==> src/rtl/button_conditioner.sv <==
// Debounced, synchronised left/right/throw command pulses for the breakout game (buttonclk domain).
// Define BTN_AUTOREPEAT_EN to build hold-to-repeat on left/right; otherwise every press yields one pulse.
module button_conditioner #(
    parameter int DEBOUNCE_TICKS = 2,
    parameter int REPEAT_DELAY   = 8,
    parameter int REPEAT_RATE    = 3,
    parameter bit BTN_ACTIVE_LOW = 1'b0
) (
    input  logic buttonclk,
    input  logic reset,
    input  logic raw_left,
    input  logic raw_right,
    input  logic raw_throw,
    output logic left,
    output logic right,
    output logic throw,
    output logic left_held,
    output logic right_held,
    output logic throw_held
);

    localparam int CNT_W = (DEBOUNCE_TICKS > 1) ? $clog2(DEBOUNCE_TICKS) : 1;
    localparam logic [CNT_W-1:0] CNT_MAX = CNT_W'(DEBOUNCE_TICKS - 1);
    localparam logic IDLE_LVL = BTN_ACTIVE_LOW;
    localparam int CH_L = 0;
    localparam int CH_R = 1;
    localparam int CH_T = 2;

    logic [2:0]       w_raw;
    logic [2:0]       r_sync1;
    logic [2:0]       r_sync2;
    logic [2:0]       w_level;
    logic [2:0]       r_deb;
    logic [2:0]       w_debNext;
    logic [2:0]       w_rise;
    logic [CNT_W-1:0] r_cnt [3];
    logic             w_lock;
    logic             w_leftFire;
    logic             w_rightFire;
    logic             r_left;
    logic             r_right;
    logic             r_throw;

    assign w_raw = {raw_throw, raw_right, raw_left};

    always_ff @(posedge buttonclk) begin
        if (reset) begin
            r_sync1 <= {3{IDLE_LVL}};
            r_sync2 <= {3{IDLE_LVL}};
        end else begin
            r_sync1 <= w_raw;
            r_sync2 <= r_sync1;
        end
    end

    assign w_level = BTN_ACTIVE_LOW ? ~r_sync2 : r_sync2;

    // The level flips only after DEBOUNCE_TICKS consecutive disagreeing samples.
    always_comb begin
        w_debNext = r_deb;
        for (int ch = 0; ch < 3; ch++) begin
            if ((w_level[ch] != r_deb[ch]) && (r_cnt[ch] == CNT_MAX)) begin
                w_debNext[ch] = w_level[ch];
            end
        end
    end

    always_ff @(posedge buttonclk) begin
        if (reset) begin
            r_deb <= 3'b000;
            for (int ch = 0; ch < 3; ch++) begin
                r_cnt[ch] <= '0;
            end
        end else begin
            r_deb <= w_debNext;
            for (int ch = 0; ch < 3; ch++) begin
                if (w_level[ch] != r_deb[ch]) begin
                    if (r_cnt[ch] == CNT_MAX) begin
                        r_cnt[ch] <= '0;
                    end else begin
                        r_cnt[ch] <= r_cnt[ch] + CNT_W'(1);
                    end
                end else begin
                    r_cnt[ch] <= '0;
                end
            end
        end
    end

    assign w_rise = w_debNext & ~r_deb;
    assign w_lock = w_debNext[CH_L] & w_debNext[CH_R];

`ifdef BTN_AUTOREPEAT_EN
    typedef enum logic [1:0] {
        IDLE,
        DELAY,
        REPEAT
    } repState_t;

    repState_t  r_state [2];
    logic [7:0] r_timer [2];
    logic [1:0] w_fall;
    logic [1:0] w_repHit;

    assign w_fall = r_deb[1:0] & ~w_debNext[1:0];

    // A release on the same edge as a timer hit wins, so no stray pulse escapes.
    always_comb begin
        w_repHit = 2'b00;
        for (int ch = 0; ch < 2; ch++) begin
            if (!w_fall[ch]) begin
                if ((r_state[ch] == DELAY) && (r_timer[ch] == 8'(REPEAT_DELAY))) begin
                    w_repHit[ch] = 1'b1;
                end
                if ((r_state[ch] == REPEAT) && (r_timer[ch] == 8'(REPEAT_RATE))) begin
                    w_repHit[ch] = 1'b1;
                end
            end
        end
    end

    // Timers start on the debounced press even if lockout hides that pulse.
    always_ff @(posedge buttonclk) begin
        if (reset) begin
            for (int ch = 0; ch < 2; ch++) begin
                r_state[ch] <= IDLE;
                r_timer[ch] <= 8'd0;
            end
        end else begin
            for (int ch = 0; ch < 2; ch++) begin
                if (w_fall[ch]) begin
                    r_state[ch] <= IDLE;
                    r_timer[ch] <= 8'd0;
                end else begin
                    case (r_state[ch])
                        IDLE: begin
                            if (w_rise[ch]) begin
                                r_state[ch] <= DELAY;
                                r_timer[ch] <= 8'd1;
                            end
                        end
                        DELAY: begin
                            if (r_timer[ch] == 8'(REPEAT_DELAY)) begin
                                r_state[ch] <= REPEAT;
                                r_timer[ch] <= 8'd1;
                            end else begin
                                r_timer[ch] <= r_timer[ch] + 8'd1;
                            end
                        end
                        REPEAT: begin
                            if (r_timer[ch] == 8'(REPEAT_RATE)) begin
                                r_timer[ch] <= 8'd1;
                            end else begin
                                r_timer[ch] <= r_timer[ch] + 8'd1;
                            end
                        end
                        default: begin
                            r_state[ch] <= IDLE;
                            r_timer[ch] <= 8'd0;
                        end
                    endcase
                end
            end
        end
    end

    assign w_leftFire  = w_rise[CH_L] | w_repHit[CH_L];
    assign w_rightFire = w_rise[CH_R] | w_repHit[CH_R];
`else
    assign w_leftFire  = w_rise[CH_L];
    assign w_rightFire = w_rise[CH_R];
`endif

    always_ff @(posedge buttonclk) begin
        if (reset) begin
            r_left  <= 1'b0;
            r_right <= 1'b0;
            r_throw <= 1'b0;
        end else begin
            r_left  <= w_leftFire & ~w_lock;
            r_right <= w_rightFire & ~w_lock;
            r_throw <= w_rise[CH_T];
        end
    end

    assign left       = r_left;
    assign right      = r_right;
    assign throw      = r_throw;
    assign left_held  = r_deb[CH_L];
    assign right_held = r_deb[CH_R];
    assign throw_held = r_deb[CH_T];

endmodule
==> config.mk <==
export PLATFORM = sky130hd
export DESIGN_NAME = button_conditioner
export DESIGN_NICKNAME = d
export VERILOG_FILES = /design/src/rtl/button_conditioner.sv
export SDC_FILE = /design/constraint.sdc
export NUM_CORES = 1
export LEC_CHECK = 0
export CORE_AREA = 4 4 41 43
export DETAILED_ROUTE_END_ITERATION = 8
export DIE_AREA = 0 0 45 47
export GPL_TIMING_DRIVEN = 0
export PLACE_DENSITY = 0.73
export SYNTH_ARGS = -nofsm -noshare
export SYNTH_HDL_FRONTEND = slang
export SYNTH_SLANG_ARGS = --single-unit
==> constraint.sdc <==
create_clock -name buttonclk -period 2 [get_ports buttonclk]
set_input_delay 0.4 -clock buttonclk [delete_from_list [all_inputs] [get_ports buttonclk]]
set_output_delay 0.4 -clock buttonclk [all_outputs]
set_load 0.05 [all_outputs]
* Word-level counts from Yosys, hierarchy flattened
Memories as Yosys holds them, arrays and structs flattened.
Index checks and enable logic that the tools add are counted.
** Operators by class
- Reduce and logical (&&, ||, !) cells :: 3
- Bitwise gates (word level) :: 15
- Equality and inequality tests :: 3
- Multiplexer cells :: 47
- $add $sub $neg :: 3
** Operators by type and width (number)
- two-way mux 1 bit :: 47
- bitwise OR 1 bit :: 9
- adder 1 bit (second input constant) :: 3
- AND 1 bit :: 3
- AND 3 bit :: 1
- logical AND 1 bit :: 3
- inequality test 1 bit :: 3
- NOT 3 bit :: 1
- NOT 1 bit :: 1
** Word-level totals
- Input port bits :: 5
- Register bits :: 12
- Output and inout bits :: 6
- Memories kept :: 1
- Bits in writable memories :: 3
** Memories
- r_cnt :: depth 3, bits a word 1, rd ports 3, clocked after Yosys merged registers in 0, write ports 3, line 36 : logic [CNT_W-1:0] r_cnt [3];

* Longest topological paths before layout
- Word-level depth :: 7
- Gate-level depth with buffers :: 2
- Gate-level depth less buffers :: 2

* Worst setup path before layout
No wires, ideal clock.
- Kind :: reg-to-reg
- Start :: register r_deb[1]
- End :: memory r_cnt[1] (netlist name) (data pin)
- Buffers on the path :: 0
- Required time :: 1.743 ns
- Setup slack :: 0.808 ns
- Arrival :: 0.934 ns
- Period minus slack after synthesis :: 1.192 ns
- Stages on the path, launching flop included :: 3
- Setup time :: 0.257 ns
- Cells stage by stage :: dfxtp_1 -> xnor2_1 -> nor3_2
** RTL lines
- start, declared :: line 33 : logic [2:0] r_deb;
- start signal, assigned :: line 75 : r_deb <= w_debNext;
- end, declared :: line 36

* Final worst setup path
- Start :: register r_deb[1]
- End :: output right_held
** RTL lines
- end, declared :: line 18 : output logic right_held,
No word-level cell between the ends.

==> results.toml <==
[sta]
slew_viol_final = 0
finalCriticalPeriod_ns = 1.93
hold_ws_ns = 0.439
rsz0062_at_grt = "no"
tightest_slew_ns = 0.503
slew_headroom_pct = 66.3
setup-violations-final = 0
fin_ws_ns = 0.0736
fmax_ghz = 0.519
post-route-period-util_pct = 96.3
tns_ns = 0
hold_viol = 0
skew_ns = 0.000408

[cts]
ctsHtreeMaxLevel = 1
clock_path_buffers = 2
cts_buffers = 3
post_cts_buffers = 0
cts_tree = "built"
clk_pin_slew_ns = 0.08
cts.sinks = 15
insertion_delay_ns = 0.27
cts-root-buf = "clkbuf_4"

[pwr]
pwr_density_cell_mw_per_mm2 = 757
p_leak_nw = 0.288
power_mw = 0.528
ir_drop_mv = 0.349

[synthesis]
avgSynthCellArea_sq_um = 13.5
synthDistinctLibCells = 14
seq_area_frac_synth_pct = 61.0
synthTopCellsByArea = "dfxtp_1 44%, edfxtp_1 17%, nor4b_4 8.8%"
synth.cell_area_sq_um = 542
yosys_most_used_dff = "dfxtp_1"
yosysWarnings = 0
synth-async-reset-ratio_pct = 0
ys_ff_latch = 15
synth_top_area_share_pct = 44.3
syn_inst = 40
yosysTopAreaCell = "dfxtp_1"
synth_edf_count = 3

[setup_path]
path_cells = "clkdlybuf4s50_1"
slowest_stage = "clkdlybuf4s50_1"
critPathBufInv = 1
critPathArrivalTime_ns = 1.53
cp.required_ns = 1.60
cp-end-kind = "output port"
cp_top_family = "buffers and inverters"
worstPathMaxFanout = 4
cpPeakStageDelay_ns = 0.84
cp-start-kind = "register"
path_class = "register to output port"

[global_route]
busiest_layer = "met2"
antenna_found_initial = 0
grt_use_met2_pct = 13.0
grt_pass1_wl_um = 1170
use_met3_pct = 3.07
grt_max_degree = 11
grt_pass1_vias = 304
grt_overflow_total = 0
grt_usage_pct = 8.06
met1_usage_pct = 8.90

[finish]
drive_above_1_share_pct = 14.3
nNetsFinal = 62
antenna_cells = 0
final_core_util_pct = 53.6
syn2layout_area_growth_pct = 28.6

[die]
rows = 13
dieArea_sq_mm = 0.00212
die_h_um = 47
initial_core_util_pct = 41.6
pin_count = 11
design.core.area_sq_mm = 0.00130
die_x_um = 45

[route]
drtIter0Drc = 1
drc = 0
avgRoutedWirePerCell_um = 10.3
firstDrtPassIters = 2
num_vias = 319
via_per_inst = 4.49
drt_wl_total_um = 731
antenna_left = 0

[place]
post-dp-hpwl_um = 569
place_congestion = 0.654
pre_cts_ws_ns = 0.344
port_buffers = 10

[hold_path]
hp-class = "register to register"

[status]
status = "finished, final reports clean"

[run]
drv_cap = 0
-- kinds of logic after synthesis --
family,after synthesis,synth area share (%)
flip-flops,15,61.0
other,1,0.692
AND/OR/NAND/NOR,17,25.9
multiplexers,3,5.54
XOR/XNOR,3,4.85
buffers and inverters,1,2.08
-- routing by layer --
| metal | wire, um | part of all wire (%) |
|---|---|---|
| met5 | 0 | 0 |
| met2 | 337 | 46 |
| met3 | 66 | 9.0 |
| met4 | 6 | 0.82 |
| met1 | 321 | 44 |
-- worst paths after layout --
path	startpoint	end	cells after the start	slack [ns]
worst min register to register	r_sync1[0]	r_sync2[0]	1	0.44
worst min-delay path	r_sync1[0]	r_sync2[0]	1	0.44
worst max register to register	r_cnt[1]	left	2	1.00
worst max-delay path	r_deb[1]	right_held	1	0.07
-- where the power goes --
group / internal [mW] / leakage [nW] / switching (mW)
combinational: 0.0224 / 0.144 / 0.0196
clock: 0.0771 / 0.0150 / 0.0824
sequential: 0.319 / 0.129 / 0.00741
-- repair_timing --
action	in CTS	in global routing
hold buffers	0	0
gates resized for setup	0	1
setup endpoints to repair	0	1
-- Yosys cell counts (2+ instances only) --
cell type	number
xnor2_1	3
edfxtp_1	3
and2b_1	3
nand2_1	2
dfxtp_1	12
mux2i_1	3
nor2b_1	3
nor2_1	3
nor4b_4	2
nor3_1	2
-- per-stage QoR --
step	instances	cell area [sq um]
finish	71	697
global route	71	697
CTS	71	694
detailed placement	67	668
global placement	67	668
floorplan	42	549
-- cell usage in the layout, fill, tap and decap left out, types with 3 or more instances in the layout --
cell / count
and2b_1: 3
clkbuf_4: 3
clkdlybuf4s50_1: 9
conb_1: 3
dfxtp_1: 12
edfxtp_1: 3
mux2i_1: 3
nor2_1: 3
nor2b_1: 3
xnor2_1: 3
-- sequential cells by signal (all words and copies together) (netlist names) --
register  flops
r_cnt         3
throw         1
left          1
r_sync1       3
right         1
r_deb         3
r_sync2       3
-- cell type report --
class / instances / area, sq um
well taps: 15 / 18.8
repair buffers: 10 / 103
clock buffers: 4 / 26.3
plain buffers: 1 / 11.3
multi-input cells: 26 / 208
fillers: 133 / 604
flip-flops and latches: 15 / 330
Note: power is estimated with default switching activity, not from simulation.
